===== config.mk =====
export PLATFORM = sky130hd
export DESIGN_NAME = bids_nway
export DESIGN_NICKNAME = d
export VERILOG_FILES = /design/src/rtl/bids_nway.sv
export SDC_FILE = /design/constraint.sdc
export NUM_CORES = 2
export LEC_CHECK = 0
export CORE_AREA = 5 5 263 265
export DETAILED_ROUTE_END_ITERATION = 16
export DIE_AREA = 0 0 268 270
export PLACE_DENSITY = 0.7
export SLEW_MARGIN = 10
export SYNTH_ARGS = -nofsm -noshare
export SYNTH_HDL_FRONTEND = slang
export SYNTH_SLANG_ARGS = --single-unit

===== constraint.sdc =====
create_clock -name clk -period 19.2 [get_ports clk]
set_clock_uncertainty 0.05 [all_clocks]
set_input_delay 3.84 -clock clk [delete_from_list [all_inputs] [get_ports clk]]
set_output_delay 3.84 -clock clk [all_outputs]
set_load 0.01 [all_outputs]

===== src/rtl/bids_nway.sv =====
// bids_nway -- N-bidder sealed-bid auction controller.
//
// A single controller port configures per-bidder balances, the bidder mask,
// the penalty timer and the per-bid charge, then locks the block with a key.
// While locked, C_start high opens a round. Bidders place or retract bids,
// and each accepted bid costs bid_cost. When C_start falls, the block
// resolves a unique maximum bidder and debits the winning amount from that
// bidder's balance.
//
// Ports:
//   clk, reset_n        clock, synchronous active-low reset
//   C_op, C_data, C_sel controller opcode, operand, bidder index (LoadBal)
//   C_start             round active level
//   bid, bidAmt, retract per-bidder bid strobe, packed amounts, retract strobe
//   ready               accepting controller ops (low in reset and PENALTY)
//   err                 controller error code pulse
//   ack, bidder_err     per-bidder bid-accepted pulse / 2-bit error pulse
//   balance             packed per-bidder balances
//   win, maxBid         one-hot winner and winning amount (held)
//   roundOver           round-resolved pulse
module bids_nway #(
    parameter int NUM_BIDDERS = 4,
    parameter int VALUE_W     = 32,
    parameter int BID_W       = 16,
    parameter int SEL_W       = $clog2(NUM_BIDDERS)
) (
    input  logic                           clk,
    input  logic                           reset_n,
    input  logic [3:0]                     C_op,
    input  logic [VALUE_W-1:0]             C_data,
    input  logic [SEL_W-1:0]               C_sel,
    input  logic                           C_start,
    input  logic [NUM_BIDDERS-1:0]         bid,
    input  logic [NUM_BIDDERS*BID_W-1:0]   bidAmt,
    input  logic [NUM_BIDDERS-1:0]         retract,
    output logic                           ready,
    output logic [2:0]                     err,
    output logic [NUM_BIDDERS-1:0]         ack,
    output logic [2*NUM_BIDDERS-1:0]       bidder_err,
    output logic [NUM_BIDDERS*VALUE_W-1:0] balance,
    output logic [NUM_BIDDERS-1:0]         win,
    output logic [BID_W-1:0]               maxBid,
    output logic                           roundOver
);

    localparam logic [3:0] OP_NOOP      = 4'd0;
    localparam logic [3:0] OP_UNLOCK    = 4'd1;
    localparam logic [3:0] OP_LOCK      = 4'd2;
    localparam logic [3:0] OP_LOADBAL   = 4'd3;
    localparam logic [3:0] OP_SETMASK   = 4'd6;
    localparam logic [3:0] OP_SETTIMER  = 4'd7;
    localparam logic [3:0] OP_BIDCHARGE = 4'd8;

    localparam logic [2:0] E_OK        = 3'b000;
    localparam logic [2:0] E_UNLOCKED  = 3'b010;
    localparam logic [2:0] E_START_UL  = 3'b011;
    localparam logic [2:0] E_BAD_OP    = 3'b100;
    localparam logic [2:0] E_TIE       = 3'b101;
    localparam logic [2:0] E_WRONG_KEY = 3'b110;
    localparam logic [2:0] E_LOCKED_OP = 3'b111;

    localparam logic [1:0] BE_INACTIVE = 2'b01;
    localparam logic [1:0] BE_FUNDS    = 2'b10;
    localparam logic [1:0] BE_MASKED   = 2'b11;

    typedef enum logic [2:0] {
        S_UNLOCKED,
        S_LOCKED,
        S_ROUND,
        S_RESULT,
        S_PENALTY
    } state_t;

    state_t                   state;
    logic [VALUE_W-1:0]       bal [NUM_BIDDERS];
    logic [NUM_BIDDERS-1:0]   mask;
    logic [VALUE_W-1:0]       timer;
    logic [VALUE_W-1:0]       bid_cost;
    logic [VALUE_W-1:0]       key;
    logic [VALUE_W-1:0]       pen_cnt;
    logic [NUM_BIDDERS-1:0]   rb_vld;
    logic [BID_W-1:0]         rb_amt [NUM_BIDDERS];

    // Resolution result, derived from the bids held at round close.
    logic [BID_W-1:0]         top_amt;
    logic [SEL_W-1:0]         top_idx;
    logic                     top_any;
    logic                     top_tie;
    logic                     sel_ok;

    // Funds check is widened by one bit so amount + cost can never wrap.
    function automatic logic can_afford(input logic [VALUE_W-1:0] b,
                                        input logic [BID_W-1:0]   amt,
                                        input logic [VALUE_W-1:0] cost);
        return {1'b0, b} >= ({1'b0, VALUE_W'(amt)} + {1'b0, cost});
    endfunction

    assign sel_ok = (32'(C_sel) < NUM_BIDDERS);

    for (genvar g = 0; g < NUM_BIDDERS; g++) begin : g_bal
        assign balance[g*VALUE_W +: VALUE_W] = bal[g];
    end

    // First pass finds the maximum held bid; second pass finds who holds it
    // and whether more than one bidder does.
    always_comb begin
        logic hit;
        top_amt = '0;
        top_any = 1'b0;
        for (int i = 0; i < NUM_BIDDERS; i++) begin
            if (rb_vld[i] && (!top_any || rb_amt[i] > top_amt)) begin
                top_amt = rb_amt[i];
                top_any = 1'b1;
            end
        end
        hit     = 1'b0;
        top_tie = 1'b0;
        top_idx = '0;
        for (int i = 0; i < NUM_BIDDERS; i++) begin
            if (rb_vld[i] && rb_amt[i] == top_amt) begin
                if (hit) top_tie = 1'b1;
                hit     = 1'b1;
                top_idx = SEL_W'(i);
            end
        end
    end

    always_ff @(posedge clk) begin
        if (!reset_n) begin
            state      <= S_UNLOCKED;
            for (int i = 0; i < NUM_BIDDERS; i++) begin
                bal[i]    <= '0;
                rb_amt[i] <= '0;
            end
            mask       <= '1;
            timer      <= VALUE_W'(32'hF);
            bid_cost   <= VALUE_W'(1);
            key        <= '0;
            pen_cnt    <= '0;
            rb_vld     <= '0;
            ready      <= 1'b0;
            err        <= E_OK;
            ack        <= '0;
            bidder_err <= '0;
            win        <= '0;
            maxBid     <= '0;
            roundOver  <= 1'b0;
        end else begin
            // Pulse outputs default low; ready is high everywhere but PENALTY.
            err        <= E_OK;
            ack        <= '0;
            bidder_err <= '0;
            roundOver  <= 1'b0;
            ready      <= 1'b1;

            // Outside an open round every bid or retract is rejected as
            // inactive; ROUND overrides this per bidder below.
            for (int i = 0; i < NUM_BIDDERS; i++) begin
                if (bid[i] || retract[i]) bidder_err[2*i +: 2] <= BE_INACTIVE;
            end

            case (state)
                S_UNLOCKED: begin
                    case (C_op)
                        OP_NOOP:      ;
                        OP_UNLOCK:    err <= E_UNLOCKED;
                        OP_LOCK: begin
                            key   <= C_data;
                            state <= S_LOCKED;
                        end
                        OP_LOADBAL: begin
                            if (sel_ok) bal[C_sel] <= C_data;
                            else        err <= E_BAD_OP;
                        end
                        OP_SETMASK:   mask     <= C_data[NUM_BIDDERS-1:0];
                        OP_SETTIMER:  timer    <= C_data;
                        OP_BIDCHARGE: bid_cost <= C_data;
                        default:      err <= E_BAD_OP;
                    endcase
                    // Starting a round while unlocked is reported in preference
                    // to any op error; the op itself still takes effect.
                    if (C_start) err <= E_START_UL;
                end

                S_LOCKED: begin
                    if (C_start) begin
                        state  <= S_ROUND;
                        rb_vld <= '0;
                        win    <= '0;
                        maxBid <= '0;
                    end else begin
                        case (C_op)
                            OP_NOOP: ;
                            OP_UNLOCK: begin
                                if (C_data == key) begin
                                    state <= S_UNLOCKED;
                                end else begin
                                    err     <= E_WRONG_KEY;
                                    pen_cnt <= timer;
                                    state   <= S_PENALTY;
                                    ready   <= 1'b0;
                                end
                            end
                            4'd2, 4'd3, 4'd4, 4'd5, 4'd6, 4'd7, 4'd8:
                                err <= E_LOCKED_OP;
                            default: err <= E_BAD_OP;
                        endcase
                    end
                end

                S_ROUND: begin
                    if (C_op >= 4'd1 && C_op <= 4'd8) err <= E_LOCKED_OP;
                    if (!C_start) begin
                        // Closing cycle: bids stay flagged inactive, unrecorded.
                        state <= S_RESULT;
                    end else begin
                        for (int i = 0; i < NUM_BIDDERS; i++) begin
                            bidder_err[2*i +: 2] <= 2'b00;
                            if (retract[i]) begin
                                rb_vld[i] <= 1'b0;
                            end else if (bid[i] && !mask[i]) begin
                                bidder_err[2*i +: 2] <= BE_MASKED;
                            end else if (bid[i] &&
                                         can_afford(bal[i], bidAmt[i*BID_W +: BID_W], bid_cost)) begin
                                rb_vld[i] <= 1'b1;
                                rb_amt[i] <= bidAmt[i*BID_W +: BID_W];
                                bal[i]    <= bal[i] - bid_cost;
                                ack[i]    <= 1'b1;
                            end else if (bid[i]) begin
                                bidder_err[2*i +: 2] <= BE_FUNDS;
                            end
                        end
                    end
                end

                S_RESULT: begin
                    roundOver <= 1'b1;
                    state     <= S_LOCKED;
                    if (top_any && !top_tie) begin
                        win          <= '0;
                        win[top_idx] <= 1'b1;
                        maxBid       <= top_amt;
                        bal[top_idx] <= bal[top_idx] - VALUE_W'(top_amt);
                    end else begin
                        win    <= '0;
                        maxBid <= '0;
                        if (top_tie) err <= E_TIE;
                    end
                end

                S_PENALTY: begin
                    // A count of 0 or 1 both leave after this cycle, so a zero
                    // timer still costs one cycle of lockout.
                    if (pen_cnt <= VALUE_W'(1)) begin
                        state <= S_LOCKED;
                    end else begin
                        pen_cnt <= pen_cnt - VALUE_W'(1);
                        ready   <= 1'b0;
                    end
                end

                default: state <= S_UNLOCKED;
            endcase
        end
    end

endmodule


# Word-level counts from Yosys, hierarchy flattened
# Memories as Yosys holds them, arrays and structs flattened.
# Index checks and enable logic that the tools add are counted.
# totals
latchBits	0
ramBits	192
mem_bits_ro	0
wordCells	280
out_inout_bits	165
ff_bits	176
mem_count	2
# memory_table
name	words	word_bits	read_ports	rd_ports_with_merged_regs	wr	line_no	source
bal	4	32	5	0	4	75	logic [VALUE_W-1:0] bal [NUM_BIDDERS];
rb_amt	4	16	4	0	4	82	logic [BID_W-1:0] rb_amt [NUM_BIDDERS];
# op_classes
n_eq_ne	35
shift	0
add_sub_neg	10
multipliers	0
muxes	142
n_lt_le_gt_ge	12
bitwise_logic	8
n_reduce_logical	54
n_div	0
# ops
op	n
$mux W32	10
$mux W16	10
$add A16 B32 Y33	4
$ge A32 B33 Y1	4
$sub A32 B32 Y32	4
$mux W1	75
$eq A16 B16 Y1	4
$pmux W32 S2	1
$reduce_or A32 Y1	2
$gt A16 B16 Y1	3
$mux W2	20
$mux W3	12
$eq A32 B32 Y1	1
$le A32 B1 Y1 const B	1
$pmux W16 S2	1
$sub A32 B1 Y32 const B	1
$sub A32 B16 Y32	1
$ne A3 B3 Y1 const B	9
$reduce_and A5 Y1	5
$logic_and A1 B1 Y1	18
$ne A2 B2 Y1 const B	9
$eq A4 B3 Y1 const B	4
$mux W8	2
$pmux W4 S2	2
28 further kinds	58

# Longest topological paths before layout
# An unclocked memory read counts as a cell.
# logic_depth
depth_word	31
depth_mapped	62

# Least setup slack after synthesis
# No wires, ideal clock.
# synth_timing
path_kind	register to register
from	register rb_vld[0]
to	memory bal[1][30] (data pin)
n_path_buf	12
synth_period_minus_slack_ns	13.619
setup_time_ns	0.261
slack_ns	5.581
arrival_ns	13.308
stages_incl_launch_ff	58
t_required_ns	18.889
path_cell_list	dfxtp_1 > clkbuf_1 > clkbuf_1 > and2_1 > inv_1 > ha_1 > nand4_1 > nor4_2 > a21bo_2 > clkbuf_1 > a31o_1 > buf_2 > buf_2 > mux2_2 > inv_1 > ha_1 > a21o_1 > a21o_1 > [22 not listed] > o21ai_0 > fa_1 > a21o_1 > a21oi_1 > o21bai_1 > a21oi_1 > o21bai_1 > a21oi_1 > o21ai_0 > a2111o_1 > a31o_2 > a21oi_1 > o21ai_0 > nand4b_1 > or3_4 > nor3_4 > xnor2_1 > a221o_1
# synth_rtl
item	line_no	source
from (decl)	81	logic [NUM_BIDDERS-1:0] rb_vld;
from (signal assigned)	140	rb_vld <= '0;
from (signal assigned)	188	rb_vld <= '0;
from (signal, indexed assignment)	220	rb_vld[i] <= 1'b0;
to (decl)	75	

==> impl_metrics.env <==
export IMPL_worst_r2r_setup_slack_ps=4120
export IMPL_finish_net_count=4622
export IMPL_cts_root_buffer_cell="clkbuf_16"
export IMPL_postSynthRegisterBits=368
export IMPL_die_width_um=268
export IMPL_number_of_instances_in_the_synthesized_netlist=3899
export IMPL_path_class="reg -> reg"
export IMPL_drt_first_pass_iters=6
export IMPL_dpl_cell_area_um2=36600
export IMPL_cts_hold_fix_buffers=0
export IMPL_floorplan_core_area_um2=66600
export IMPL_clk_latency_worst_skew_pair_ps=610
export IMPL_mean_syn_cell_area_um2=8.41
export IMPL_synth_top_area_share_pct=17.6
export IMPL_drt_iter0_markers=4186
export IMPL_synth_yosys_seq_area_share_pct=28.3
export IMPL_critPathRequiredTime_ps=19460
export IMPL_synth_cell_type_count=96
export IMPL_drt_vias_per_instance=6.48
export IMPL_critical_path_slowest_cell="or4_1"
export IMPL_synth_compound_area_share_pct=23.1
export IMPL_layout_drive_gt1_share_pct=5.32
export IMPL_setup_repair_after_global_routing_missed_its_margin="no"
export IMPL_outcome="complete, no violations"
export IMPL_synthesis_yosys_warnings=0
export IMPL_kind_of_end_point_of_the_critical_path="register"
export IMPL_first_pass_grt_wire_length_mm=195
export IMPL_routed_wirelength_mm=134
export IMPL_multi_input_area_um2=22300
export IMPL_numPortBuffers=277
export IMPL_post_cts_resize_count=0
export IMPL_most_common_layout_cells="nand2_1, ha_1, clkdlybuf4s50_1"
export IMPL_fin_tns_setup_ps=0
export IMPL_global_route_usage_total_pct=35.2
export IMPL_number_of_hold_violations_in_the_final_report=0
export IMPL_globalRouteOverflowTotal=0
export IMPL_tritoncts_clock_tree="done"
export IMPL_layout_commonest_cell="nand2_1"
export IMPL_pin_count_of_the_biggest_net_entering_global_routing=65
export IMPL_synth_edf_count=192
export IMPL_layout_min_cycle_time_ps=15080
export IMPL_synthAdderAreaFrac_pct=15.1
export IMPL_muxShareOfSynthArea_pct=2.32
export IMPL_leakage_nw=14.6
export IMPL_cp_data_arrival_time_ps=15340
export IMPL_mappedNetlistNets=4403
export IMPL_hold_path_class="reg -> reg"
export IMPL_initial_utilization_pct=49.3
export IMPL_layout_core_utilization_pct=57.3
export IMPL_worstSetupStartpointType="register"
export IMPL_postRouteAntennaNets=0
export IMPL_drc=0
export IMPL_htreeDepth=2
export IMPL_fin_area_um2=38100
export IMPL_vias=32580
export IMPL_synth_largest_area_cell="edfxtp_1"
export IMPL_report_final_setup_viol=0
export IMPL_io_pin_count=278
export IMPL_wl_per_cell_um=26.6
export IMPL_combinational_family_with_the_most_area_after_synthesis="compound AO/OA/AOI/OAI gates"
export IMPL_synth_main_ff_cell="edfxtp_1"
export IMPL_hpwlAfterDp_mm=104
export IMPL_chipHeight_um=270
export IMPL_drv_slew=0
export IMPL_slew_limit_headroom_pct=17.8
export IMPL_clk_path_buf_depth=3
export IMPL_async_flop_share_pct=0
export IMPL_via_count_of_the_first_global_routing_pass=30218
export IMPL_cts_sink_count=368
export IMPL_filler_cell_count=6043
export IMPL_std_cell_rows=95
export IMPL_critical_path_max_stage_delay_ps=620
export IMPL_synth_simple_gate_area_share_pct=18.3
export IMPL_synth_top_area_cells="edfxtp_1, ha_1, dfxtp_1"
export IMPL_maxClockFrequency_ghz=0.0663
export IMPL_worst_path_max_fanout=26
export IMPL_antenna_violations_before_repair=4
export IMPL_post_cts_buffers=0
export IMPL_post_synth_instance_area_um2=32800
export IMPL_report_power_total_mw=2.72
export IMPL_drv_max_cap_violation_count=0
export IMPL_full_die_area_um2=72400
export IMPL_cts_made_buffers=44
export IMPL_max_vdd_ir_drop_mv=0.0499
export IMPL_clkTransAtPathRegs_ps=60
export IMPL_finalWeightedCongestion=1.02
export IMPL_power_per_cell_area_nw_per_um2=71.5
export IMPL_synth_xor_area_share_pct=8.73
export IMPL_finalCritPeriodShare_pct=78.5
export IMPL_worst_pin_slew_ps=1230
export IMPL_sequential_cell_area_um2=9290
export IMPL_synthToLayoutAreaGrowth_pct=16.2
## through the flow
stage | worst slack, ps | hold WS [ps] | instances
floorplan | 5580 | 382 | 3899
detailed placement | 4490 | 407 | 4945
global route | 3380 | 444 | 5030
finish | 4120 | 412 | 5030
global placement | 4620 | 402 | 4945
CTS | 4450 | 415 | 5027
## where the power goes
part           leakage [nW]  switching, mW  internal [mW]
Combinational          10.4          0.531          0.356
Sequential             3.41         0.0716          0.864
Clock                 0.752          0.384          0.516
## state kept, by name (all words and copies together) (netlist names), 8 cells and up
register,flops
rb_amt,64
bidder_err,8
key,32
pen_cnt,32
timer,32
bid_cost,32
bal,128
maxBid,16
## Yosys cell counts, types with 15 or more instances
cell	instances
buf_2	15
inv_1	178
a31oi_1	26
ha_1	382
nand2_1	428
a21oi_1	268
clkbuf_1	143
a21o_1	77
nand2b_1	41
o221ai_1	22
a211oi_1	27
nor2_1	280
o21a_1	36
o211ai_1	22
o31ai_1	16
and3_1	29
and2_1	96
o22ai_1	70
xnor2_1	250
nand4_1	54
or2_2	20
a21boi_0	105
o21bai_1	48
edfxtp_1	192
mux2_2	15
dfxtp_1	176
nor2b_1	50
nor4_1	30
or3_1	30
xor2_1	77
a22oi_1	22
nand3_1	56
mux2i_1	59
nor3_1	83
o21ai_0	232
## cells by family (layout without fill, tap and decap cells)
family | after synthesis | after routing
buffers and inverters | 351 | 606
adders and majority gates | 392 | 392
AOI/OAI and AO/OA | 1138 | 1138
other | 0 | 3
DFF | 368 | 368
and+or+nand+nor | 1249 | 1249
muxes | 74 | 74
xor gates and xnor gates | 327 | 327
## final cells by class
cell class	count	area share, %
multi-input cells	3180	58.4
flip-flops and latches	368	24.4
repair buffers	338	8.47
clock buffers	59	3.25
well taps	873	2.87
inverters	186	1.83
clock inverters	23	0.775
diodes	3	0.0197
## critical path, delay by kind of cell (launching register included)
kind / cells / cell delay (ps)
buffers and inverters: 8 / 1860
XOR/XNOR: 1 / 300
flip-flops: 1 / 330
multiplexers: 1 / 420
AO/OA/AOI/OAI: 23 / 5930
AND/OR/NAND/NOR: 15 / 4310
adder cells (fa/ha/maj): 5 / 1520
## per-layer routing
layer  GRT usage, %  vias to the layer above  part of all wire (%)
met5              0                        -                0.0097
met4           16.7                        2                   6.1
met3           6.96                      405                    12
met2           52.4                     1969                    42
met1           49.2                    15501                    40
li1               -                    14703                     -
## path summary, 6_finish.rpt
path              from    endpoint  cells after the start
max          rb_vld[0]  bal[3][28]                     53
min          timer[21]   timer[21]                      2
max reg2reg  rb_vld[0]  bal[3][28]                     53
min reg2reg  timer[21]   timer[21]                      2
Note: power is estimated with default switching activity, not from simulation.
